### config.mk
export PLATFORM = sky130hd
export DESIGN_NAME = time_uart_formatter
export DESIGN_NICKNAME = d
export VERILOG_FILES = /design/src/rtl/time_uart_formatter.sv
export SDC_FILE = /design/constraint.sdc
export NUM_CORES = 1
export LEC_CHECK = 0
export BUFFER_PORTS_ARGS = -buffer_cell sky130_fd_sc_hd__buf_2
export CORE_MARGIN = 2
export CORE_UTILIZATION = 35
export DETAILED_ROUTE_END_ITERATION = 7
export PLACE_DENSITY_LB_ADDON = 0.1
export SLEW_MARGIN = 10
export SYNTH_ARGS = -nofsm -noshare
export SYNTH_HDL_FRONTEND = slang
export SYNTH_SLANG_ARGS = --single-unit
### constraint.sdc
create_clock -name InClk -period 4.15 [get_ports InClk]
set_input_delay 1.245 -clock InClk [delete_from_list [all_inputs] [get_ports InClk]]
set_output_delay 1.245 -clock InClk [all_outputs]
set_load 0.05 [all_outputs]
### src/rtl/time_uart_formatter.sv
// Timestamp formatter: snapshots minutes/seconds on each seconds change and streams
// "MM:SS" (optionally CR LF) as ASCII bytes over a valid/ready interface.
module time_uart_formatter #(
   parameter int SEND_CRLF = 1,
   parameter int DROP_W    = 8
) (
   input  logic              InClk,
   input  logic              InReset,
   input  logic              InEnable,
   input  logic [5:0]        InSecond,
   input  logic [5:0]        InMinute,
   input  logic              InTxReady,
   output logic [7:0]        OutTxData,
   output logic              OutTxValid,
   output logic              OutBusy,
   output logic [DROP_W-1:0] OutDropCnt
);

   localparam logic [2:0] LAST_IDX = (SEND_CRLF != 0) ? 3'd6 : 3'd4;

   typedef enum logic [1:0] {IDLE, LOAD, SEND} state_t;

   state_t            state_q, state_d;
   logic [5:0]        prev_sec_q;
   logic [5:0]        min_q, min_d;
   logic [5:0]        sec_q, sec_d;
   logic [7:0]        frame_q [7];
   logic [7:0]        frame_d [7];
   logic [2:0]        idx_q, idx_d;
   logic [DROP_W-1:0] drop_q, drop_d;
   logic              trigger;
   logic              xfer;
   logic              last;
   logic [15:0]       min_ascii;
   logic [15:0]       sec_ascii;

   // Saturate to 59, then peel off tens by repeated subtraction; returns {tens, units} as ASCII.
   function automatic logic [15:0] to_ascii(input logic [5:0] v);
      logic [5:0] r;
      logic [3:0] t;
      r = (v > 6'd59) ? 6'd59 : v;
      t = '0;
      for (int unsigned i = 0; i < 5; i++) begin
         if (r >= 6'd10) begin
            r = r - 6'd10;
            t = t + 4'd1;
         end
      end
      return {8'h30 + {4'h0, t}, 8'h30 + {4'h0, r[3:0]}};
   endfunction

   assign trigger   = (InSecond != prev_sec_q);
   assign xfer      = (state_q == SEND) && InTxReady;
   assign last      = (idx_q == LAST_IDX);
   assign min_ascii = to_ascii(min_q);
   assign sec_ascii = to_ascii(sec_q);

   always_ff @(posedge InClk or negedge InReset) begin
      if (!InReset) begin
         state_q <= IDLE;
      end else begin
         state_q <= state_d;
      end
   end

   always_comb begin
      state_d = state_q;
      unique case (state_q)
         IDLE:    if (trigger && InEnable) state_d = LOAD;
         LOAD:    state_d = SEND;
         SEND:    if (xfer && last) state_d = IDLE;
         default: state_d = IDLE;
      endcase
   end

   always_comb begin
      OutTxValid = (state_q == SEND);
      OutBusy    = (state_q != IDLE);
      OutTxData  = (state_q == SEND) ? frame_q[idx_q] : '0;
      OutDropCnt = drop_q;
   end

   always_comb begin
      min_d   = min_q;
      sec_d   = sec_q;
      frame_d = frame_q;
      idx_d   = idx_q;
      drop_d  = drop_q;
      if (state_q == IDLE && trigger && InEnable) begin
         min_d = InMinute;
         sec_d = InSecond;
      end
      // A trigger landing on the final transfer edge still counts as busy.
      if (state_q != IDLE && trigger && drop_q != '1) begin
         drop_d = drop_q + 1'b1;
      end
      if (state_q == LOAD) begin
         frame_d[0] = min_ascii[15:8];
         frame_d[1] = min_ascii[7:0];
         frame_d[2] = 8'h3A;
         frame_d[3] = sec_ascii[15:8];
         frame_d[4] = sec_ascii[7:0];
         frame_d[5] = 8'h0D;
         frame_d[6] = 8'h0A;
         idx_d      = '0;
      end
      if (xfer && !last) begin
         idx_d = idx_q + 3'd1;
      end
   end

   always_ff @(posedge InClk or negedge InReset) begin
      if (!InReset) begin
         prev_sec_q <= '0;
         min_q      <= '0;
         sec_q      <= '0;
         frame_q    <= '{default: '0};
         idx_q      <= '0;
         drop_q     <= '0;
      end else begin
         prev_sec_q <= InSecond;
         min_q      <= min_d;
         sec_q      <= sec_d;
         frame_q    <= frame_d;
         idx_q      <= idx_d;
         drop_q     <= drop_d;
      end
   end

endmodule

==> impl_metrics.yaml <==
worst_hold_path:
  hp-class: "flip-flop to flip-flop"
critical_path:
  cp.arrival_ns: 4.28
  crit_path_max_fanout: 5
  cp.required_ns: 4.32
  startpoint_type: "flip-flop"
  end_kind: "flip-flop"
  rrSetupSlack_ns: 0.04
  critPathKind: "flip-flop to flip-flop"
cells_and_area:
  diodes: 0
  fin_area_um2: 5375
  fin_nets: 623
  syn2layout_area_growth_pct: 30.10
  multi_input_area_um2: 2934
  num-fill-cells: 1150
  drive_gt1_share_pct: 31.97
  final_cell_mix: "buf_4 (78), nand2_1 (76), dfrtp_1 (46), o21ai_0 (31), buf_2 (31)"
  register_area_um2: 1204
  final_common_cell: "buf_4"
clock_tree:
  cts_root_buf: "clkbuf_16"
  clk_transition_reported_paths_ns: 0.06
  htree_levels: 2
  cts_buffer_depth: 2
  clk_latency_ns: 0.29
  cts_tree: "done"
  cts_inserted_buffers: 5
  clock_sinks: 48
  hold_buffers: 0
synth:
  netlist_area_um2: 4131
  yosys_warnings: 0
  ys_ff_latch: 48
  ys.flop_type: "dfrtp_1"
  synth_area_per_cell_um2: 8.313
  synth_cell_type_count: 80
  async_flop_share_pct: 100.0
  ys_seq_area_share_pct: 29.07
  syn-instance-count: 497
  synth_edf_count: 0
sta:
  max_clock_freq_mhz: 243.3
  setup_viol: 0
  fin_worst_skew_ns: 0.004386
  timing.final.ws_setup_ns: 0.04039
  period_needed_ns: 4.110
  fin_crit_sh_pct: 99.03
  rsz0062_at_grt: "yes"
  finalMaxSlewViolations: 0
  relSlewSlack_pct: 47.38
  tightestPinTransition_ns: 0.7894
  hold_viol: 0
placed_design:
  dpl_cell_area_um2: 4827
  dp_hpwl_um: 8153
  gp_congestion: 0.8616
  portBuffers: 31
  place_ws_ns: -0.1039
routing:
  wirelength_um: 10810
  drc: 0
  wl_per_cell_um: 14.78
  vias: 3890
  firstDrtPassIters: 5
  drtAntennaViolNets: 0
  vias_per_cell: 5.321
  drt_iter0_markers: 175
grt:
  use_met2_pct: 27.43
  track_usage_pct: 16.85
  antenna_found_initial: 0
  top_usage_layer: "met2"
  grt_max_degree: 35
  grtUsageMet1_pct: 23.85
  gr-usage-met3_pct: 2.862
  grt_pass1_wl_um: 17720
  grt_overflow: 0
  grt_pass1_vias: 3594
die:
  ios: 34
  die_area_um2: 12690
  die_w_um: 112.6
  initial_core_util_pct: 36.03
  dieHeight_um: 112.6
  core_area_um2: 11470
  num_rows: 39
status:
  status: "finished clean"
flow_run:
  drv_cap: 0
flip-flops by register name (all words and copies together) (netlist names):
name,count
idx_q,3
min_q,6
frame_q,17
OutDropCnt,8
state_q,2
sec_q,6
prev_sec_q,6
cells in the mapped netlist, types with 3 or more instances:
| master | instances | area, um2 |
|---|---|---|
| xor2_1 | 10 | 87.58 |
| mux2_2 | 8 | 90.09 |
| a41oi_1 | 3 | 26.28 |
| buf_4 | 3 | 22.52 |
| o21ai_0 | 33 | 165.2 |
| nand3_1 | 15 | 75.07 |
| o21a_1 | 4 | 30.03 |
| or3_1 | 4 | 25.02 |
| clkbuf_1 | 14 | 52.55 |
| a21boi_0 | 5 | 37.54 |
| nor4_1 | 3 | 18.77 |
| a21oi_1 | 21 | 105.1 |
| nand4_1 | 4 | 25.02 |
| and3_1 | 3 | 18.77 |
| mux2i_1 | 17 | 170.2 |
| ha_1 | 19 | 237.7 |
| nor2_1 | 28 | 105.1 |
| or2_2 | 3 | 18.77 |
| nor3_1 | 10 | 50.05 |
| a22oi_1 | 4 | 30.03 |
| nand2b_1 | 7 | 43.79 |
| a21o_1 | 3 | 22.52 |
| nand2_1 | 78 | 292.8 |
| o22ai_1 | 7 | 43.79 |
| a31oi_1 | 6 | 37.54 |
| o31ai_1 | 3 | 22.52 |
| o211ai_1 | 6 | 45.04 |
| nor2b_1 | 6 | 37.54 |
| buf_2 | 14 | 70.07 |
| o21ai_1 | 4 | 20.02 |
| and2_1 | 4 | 25.02 |
| inv_1 | 22 | 82.58 |
| and3b_1 | 3 | 26.28 |
| dfrtp_1 | 48 | 1201 |
| xnor2_1 | 16 | 140.1 |
path summary, 6_finish.rpt:
kind,start,endpoint,cells after the start
min reg2reg,frame_q[48],frame_q[48],2
max reg2reg,min_q[5],frame_q[50],21
max in group asynchronous,InReset,min_q[5],2
min,frame_q[48],frame_q[48],2
max,min_q[5],frame_q[50],21
min in group asynchronous,InReset,OutDropCnt[4],1
critical path, cell delays in order (launching register included):
cell	delay (ns)
dfrtp_2	0.44
buf_6	0.13
a31o_4	0.24
a221oi_4	0.26
ha_2	0.23
buf_6	0.09
nand3b_1	0.13
o21a_2	0.28
nand2_2	0.09
mux2i_2	0.23
ha_2	0.22
nand2_4	0.06
a31oi_4	0.23
nor2_4	0.07
mux2i_1	0.22
ha_1	0.28
mux2_4	0.29
ha_4	0.16
inv_2	0.03
a31oi_1	0.04
xnor2_1	0.17
o21ai_1	0.09
layout make-up:
class                           count  area share (%)
Clock buffer                        7           2.840
Inverter                           23           1.606
Sequential cell                    48           22.39
Tap cell                          143           3.329
Multi-Input combinational cell    394           54.59
Timing Repair Buffer              116           15.25
routing by layer:
metal / wire length (um) / vias up
met3: 423 / 2
met5: 0 / -
met2: 5146 / 79
met1: 5198 / 1850
li1: - / 1959
met4: 38 / 0
per-stage QoR:
step                TNS [ns]  utilization, %  hold WS [ns]  std cells
finish                     0           46.87        0.4806        731
global route         -0.8018           46.87        0.5065        731
CTS                        0           43.72        0.4839        715
detailed placement   -0.1947           42.09        0.4660        707
global placement           0           42.09        0.4688        707
floorplan                  0               -        0.4444        498
repair_timing:
item | 4_1_cts | 5_1_grt
pin swaps | 1 | 20
hold endpoints to repair | 0 | 0
resized for setup | 4 | 54
setup buffers | 1 | 16
setup endpoints to repair | 2 | 11
cells by family (layout without fill, tap and decap cells):
family | Yosys count | in the layout | share of synthesized area (%)
compound gates | 136 | 136 | 23.62
xor+xnor | 29 | 29 | 7.117
fa+ha+maj | 19 | 19 | 5.754
buf+inv | 56 | 146 | 5.966
flops | 48 | 48 | 29.07
mux | 27 | 27 | 7.208
other cells | 1 | 2 | 0.09077
simple gates | 181 | 181 | 21.17
Power is not shown: default switching activity piles up to over one toggle a cycle in this logic, so the estimate is an artifact.
